<file path="src/rtl/regfile_pkg.sv">
// Shared widths, index/data types and the hardwired-zero index for the integer register file.
package regfile_pkg;
   localparam int DATA_W   = 32;
   localparam int ADDR_W   = 5;
   localparam int NUM_REGS = 2 ** ADDR_W;

   typedef logic [ADDR_W-1:0] reg_idx_t;
   typedef logic [DATA_W-1:0] reg_data_t;

   localparam reg_idx_t REG_ZERO = '0;
endpackage

</file>
<file path="src/rtl/regfile_read_port.sv">
// One registered read port: x0 masking, optional same-cycle writeback forward (REGFILE_WB_BYPASS_EN),
// and the flush/stall output register feeding the stage-2 operand.
module regfile_read_port #(
   parameter int DATA_W = regfile_pkg::DATA_W,
   parameter int ADDR_W = regfile_pkg::ADDR_W
) (
   input  logic              clk,
   input  logic              rst_n,
   input  logic [ADDR_W-1:0] idx_i,
   input  logic [DATA_W-1:0] stored_i,
   input  logic              wb_en_i,
   input  logic [ADDR_W-1:0] wb_rd_i,
   input  logic [DATA_W-1:0] wb_data_i,
   input  logic              stall_i,
   input  logic              flush_i,
   output logic [DATA_W-1:0] data_o
);
   import regfile_pkg::*;

   logic              idx_zero;
   logic [DATA_W-1:0] rdval;
   logic [DATA_W-1:0] data_d, data_q;

   assign idx_zero = (idx_i == ADDR_W'(REG_ZERO));

`ifdef REGFILE_WB_BYPASS_EN
   always_comb begin
      rdval = stored_i;
      if (idx_zero)
         rdval = '0;
      else if (wb_en_i && (wb_rd_i == idx_i))
         rdval = wb_data_i;
   end
`else
   logic unused_wb;
   assign unused_wb = ^{wb_en_i, wb_rd_i, wb_data_i};
   assign rdval     = idx_zero ? '0 : stored_i;
`endif

   // Flush wins over stall so a squashed decode never leaks a held operand.
   always_comb begin
      data_d = data_q;
      if (flush_i)
         data_d = '0;
      else if (!stall_i)
         data_d = rdval;
   end

   always_ff @(posedge clk or negedge rst_n) begin
      if (!rst_n) data_q <= '0;
      else        data_q <= data_d;
   end

   assign data_o = data_q;
endmodule

</file>
<file path="src/rtl/regfile_writeback_sink.sv">
// Architectural integer register file: commits the stage-5 writeback and serves two
// registered decode read ports. Optional forward macro: REGFILE_WB_BYPASS_EN.
module regfile_writeback_sink #(
   parameter int DATA_W   = regfile_pkg::DATA_W,
   parameter int ADDR_W   = regfile_pkg::ADDR_W,
   parameter int NUM_REGS = regfile_pkg::NUM_REGS   // must be 2**ADDR_W
) (
   input  logic              clk,
   input  logic              rst_n,
   input  logic              WriteBack_5,
   input  logic [ADDR_W-1:0] Rd_5,
   input  logic [DATA_W-1:0] writeback_data_5,
   input  logic [ADDR_W-1:0] Rs1_1,
   input  logic [ADDR_W-1:0] Rs2_1,
   input  logic              stall_1,
   input  logic              flush_1,
   output logic [DATA_W-1:0] Rs1_data_2,
   output logic [DATA_W-1:0] Rs2_data_2
);
   import regfile_pkg::*;

   logic [DATA_W-1:0] regs_q [NUM_REGS];
   logic [DATA_W-1:0] regs_d [NUM_REGS];

   // Entry 0 is never written, so it stays at its reset value and synthesizes away.
   always_comb begin
      regs_d = regs_q;
      if (WriteBack_5 && (Rd_5 != ADDR_W'(REG_ZERO)))
         regs_d[Rd_5] = writeback_data_5;
   end

   always_ff @(posedge clk or negedge rst_n) begin
      if (!rst_n) begin
         for (int i = 0; i < NUM_REGS; i++) regs_q[i] <= '0;
      end else begin
         regs_q <= regs_d;
      end
   end

   regfile_read_port #(.DATA_W(DATA_W), .ADDR_W(ADDR_W)) u_rs1 (
      .clk      (clk),
      .rst_n    (rst_n),
      .idx_i    (Rs1_1),
      .stored_i (regs_q[Rs1_1]),
      .wb_en_i  (WriteBack_5),
      .wb_rd_i  (Rd_5),
      .wb_data_i(writeback_data_5),
      .stall_i  (stall_1),
      .flush_i  (flush_1),
      .data_o   (Rs1_data_2)
   );

   regfile_read_port #(.DATA_W(DATA_W), .ADDR_W(ADDR_W)) u_rs2 (
      .clk      (clk),
      .rst_n    (rst_n),
      .idx_i    (Rs2_1),
      .stored_i (regs_q[Rs2_1]),
      .wb_en_i  (WriteBack_5),
      .wb_rd_i  (Rd_5),
      .wb_data_i(writeback_data_5),
      .stall_i  (stall_1),
      .flush_i  (flush_1),
      .data_o   (Rs2_data_2)
   );
endmodule

</file>
<file path="config.mk">
export PLATFORM = sky130hd
export DESIGN_NAME = regfile_writeback_sink
export DESIGN_NICKNAME = d
export VERILOG_FILES = /design/src/rtl/regfile_pkg.sv /design/src/rtl/regfile_read_port.sv /design/src/rtl/regfile_writeback_sink.sv
export SDC_FILE = /design/constraint.sdc
export NUM_CORES = 2
export LEC_CHECK = 0
export ABC_CLOCK_PERIOD_IN_PS = 1460
export BUFFER_PORTS_ARGS = -buffer_cell sky130_fd_sc_hd__buf_4
export CAP_MARGIN = 25
export CELL_PAD_IN_SITES_DETAIL_PLACEMENT = 1
export CELL_PAD_IN_SITES_GLOBAL_PLACEMENT = 1
export CORE_MARGIN = 2
export CORE_UTILIZATION = 53
export CTS_CLUSTER_DIAMETER = 150
export DETAILED_ROUTE_END_ITERATION = 10
export GPL_ROUTABILITY_DRIVEN = 0
export GPL_TIMING_DRIVEN = 0
export PLACE_DENSITY_LB_ADDON = 0.1
export SLEW_MARGIN = 20
export SYNTH_ARGS = -nofsm -noshare
export SYNTH_HDL_FRONTEND = slang
export SYNTH_HIERARCHICAL = 1
export SYNTH_SLANG_ARGS = --single-unit
</file>
<file path="constraint.sdc">
create_clock -name clk -period 1.46 [get_ports clk]
set_input_delay 0.146 -clock clk [delete_from_list [all_inputs] [get_ports clk]]
set_output_delay 0.146 -clock clk [all_outputs]
set_load 0.1 [all_outputs]
</file>
==> impl_metrics.toml <==
[run_status]
outcome = "finished with violations"
failed_checks = "hold timing, setup timing"

[logic_synthesis]
syn-num-nets = 4877
synth.avg_cell_area_um2 = 12.21
yosys.area.top_type_share = 0.4623
synthCells = 4825
yosys_register_bits = 1088
ys_seq_area_frac = 0.4623
synth_cell_types = 35
synth_area_leaders = "dfrtp_1 46%, mux2_2 18%, mux2i_1 17%, a22o_1 2.8%, a22oi_1 2.4%"
syn_area_um2 = 58890
yosys.area.top_type = "dfrtp_1"
ys_warn_count = 6

[sta]
rsz0062_at_grt = "true"
finalSetupViolations = 126
holdWs_ns = -0.6826
min_period_ns = 1.981
maxSlewViolCount = 0
finalHoldViolations = 504
fin_ws_ns = -0.5207
finalClockSkew_ns = 0.03433
worstMarginPinSlew_ns = 0.9457
slew_headroom = 0.3696
fmax_ghz = 0.5049
period_share = 1.357

[floorplan]
initial_core_util = 0.5329
fp.dieH_um = 337.3
coreArea_um2 = 110500
ios = 116
row_count = 122
die_w_um = 337.3
die-area_um2 = 113800

[global_route]
gr-total-overflow = 0
antenna_found_initial = 16
grt_pass1_vias = 47220
grt_max_degree = 126
grt_usage = 0.4323
grt_first_pass_wirelength_um = 348200

[place]
dp_hpwl_um = 175300
portBuffers = 115
dp.cells = 6437

[hold_path]
min_path_type = "primary input to async pin"

[final_layout]
synthToLayoutAreaGrowth_pct = 19.44
fill_cells = 10775
drive_gt1_frac = 0.3631
fin_nets = 5238
post-route-util = 0.6365
layout.cells.non_filler = 6781

[clocking]
clock_latency_ns = 0.76
clk_path_buf_depth = 3
cts_htree_levels = 3
numCtsBuffers = 121
clock_sinks = 1088
clk_pin_slew_ns = 0.07
cts_tree = "built"
cts_root_buffer = "clkbuf_16"

[setup_path]
critPathKind = "primary input to register"
crit_start = "Rs1_1[0]"
startpoint_type = "primary input"
cp_data_required_time_ns = 2.09
arrival_ns = 2.61
timing.rr.end = "u_rs1/data_o[17]$_DFFE_PN0P_"
r2r_start = "regs_q[945]$_DFFE_PN0P_"
end_kind = "register"
cp-endpoint = "u_rs1/data_o[14]$_DFFE_PN0P_"
r2r_slack_ns = -0.51
cp_max_fo = 10
rr_worst_depth = 7

[drt]
routed_wl_um = 250700
ant_nets = 0
drt_iter0_drc = 4754
drc = 0
via_count = 45391
first_pass_iters = 6
viasPerCell = 6.694
wl_per_cell_um = 36.98

[power]
pwr_density_cell_nw_per_um2 = 1349
leakage_uw = 0.03310
ir_drop_v = 0.001009

[job]
maxCapViolations = 0
==> final cells by class <==
cell class              count  area [um^2]  area share
flip-flops and latches   1088        27240      0.3873
clock buffers             167         3513     0.04995
well taps                1488         1862     0.02647
clock inverters            60        729.5     0.01037
diodes                      3        7.507   0.0001067
plain buffers             499         3641     0.05176
multi-input cells        3238        30280      0.4304
repair buffers            238         3069     0.04363
==> how the worst min path moves through the flow <==
stage | slack [ns] | from | cells past startpoint | endpoint
3_5_place_dp | 0.11 | rst_n | 1 | regs_q[135]$_DFFE_PN0P_
4_1_cts | -0.67 | rst_n | 1 | regs_q[135]$_DFFE_PN0P_
2_1_floorplan | -0.15 | rst_n | 0 | regs_q[0]$_DFFE_PN0P_
3_3_place_gp | 0.45 | writeback_data_5[20] | 2 | regs_q[20]$_DFFE_PN0P_
6_report | -0.68 | rst_n | 1 | regs_q[252]$_DFFE_PN0P_
5_1_grt | -0.68 | rst_n | 1 | regs_q[127]$_DFFE_PN0P_
==> cells by family (layout without fill, tap and decap cells) <==
logic type,Yosys count,in the layout,share of synthesized area
multiplexers,2016,2016,0.3637
AO/OA/AOI/OAI,640,640,0.07627
buffers and inverters,499,964,0.04721
other,0,3,0
flip-flops,1088,1088,0.4623
AND/OR/NAND/NOR,582,582,0.05050
==> cells in the mapped netlist (all sizes together) <==
master / instances
a22oi: 192
nand3: 194
and3: 1
buf: 272
nor3b: 64
dlymetal6s2s: 4
mux2i: 1024
nand2: 212
a32o: 4
nor2b: 6
or3b: 1
a21oi: 192
nand3b: 4
a31oi: 64
dfrtp: 1088
mux2: 992
nand2b: 4
a22o: 188
nor2: 23
and3b: 1
nor3: 67
clkbuf: 223
or2: 3
and2: 2
==> per-stage QoR <==
| stage | worst slack (ns) | power, uW | area (um^2) | TNS (ns) |
|---|---|---|---|---|
| 2_1_floorplan | -0.09956 | 52180 | 59550 | -4.793 |
| 3_3_place_gp | -13.04 | 57860 | 62270 | - |
| 3_5_place_dp | -1.756 | 59110 | 62540 | -1100.56 |
| 4_1_cts | -0.4472 | 93320 | 69450 | -20.81 |
| 5_1_grt | -0.5281 | 97500 | 70330 | -30.17 |
| 6_report | -0.5207 | 94880 | 70340 | -26.02 |
==> sequential cells by signal, indices dropped and copies added, names as in the netlist <==
signal,count
u_rs2/data_o,32
regs_q,1024
u_rs1/data_o,32
==> cell usage in the layout, fill, tap and decap left out, drive strengths merged, types with 6 or more instances in the layout <==
cell type / Yosys / final
dfrtp: 1088 / 1088
a21oi: 192 / 192
a22oi: 192 / 192
nand2: 212 / 212
nand3: 194 / 194
nor3b: 64 / 64
nor3: 67 / 67
nor2: 23 / 23
bufinv: 0 / 16
clkinv: 0 / 37
mux2: 992 / 992
a31oi: 64 / 64
dlygate4sd3: 0 / 37
clkbuf: 223 / 389
buf: 272 / 470
mux2i: 1024 / 1024
a22o: 188 / 188
nor2b: 6 / 6
==> where the power goes <==
part | internal [uW] | total, uW | leakage [uW] | switching, uW
Combinational | 9640 | 21000 | 0.0170 | 11400
Sequential | 35700 | 40600 | 0.0140 | 4880
Clock | 19600 | 33300 | 0.00212 | 13800
Total | 64900 | 94900 | 0.0331 | 30000
==> metal layers <==
layer,wire length [um],vias up,share of wire,global-route usage
met2,109600,2370,0.44,0.6417
li1,-,18526,-,-
met1,99340,23734,0.40,0.5569
met3,23960,751,0.096,0.1270
met4,17800,10,0.071,0.2668
met5,69,-,0.00028,0
==> worst max-delay path, stage by stage <==
cell and delay (ns):
buf_4 0.12, nor2b_1 0.17, clkbuf_2 0.58, clkbuf_2 0.50, nand2_1 0.13, nand3_1 0.23, nand3_2 0.24, nor3b_4 0.23
a22o_1 0.23
==> repair_timing <==
| item | 4_1_cts | 5_1_grt |
|---|---|---|
| gates cloned | 4 | 3 |
| hold buffers | 32 | 9 |
| endpoints found under the hold margin | 336 | 318 |
| pin swaps | 79 | 67 |
| setup endpoints to repair | 520 | 347 |
| setup buffers | 27 | 39 |
| resized for setup | 479 | 80 |
Note: power is estimated with default switching activity, not from simulation.
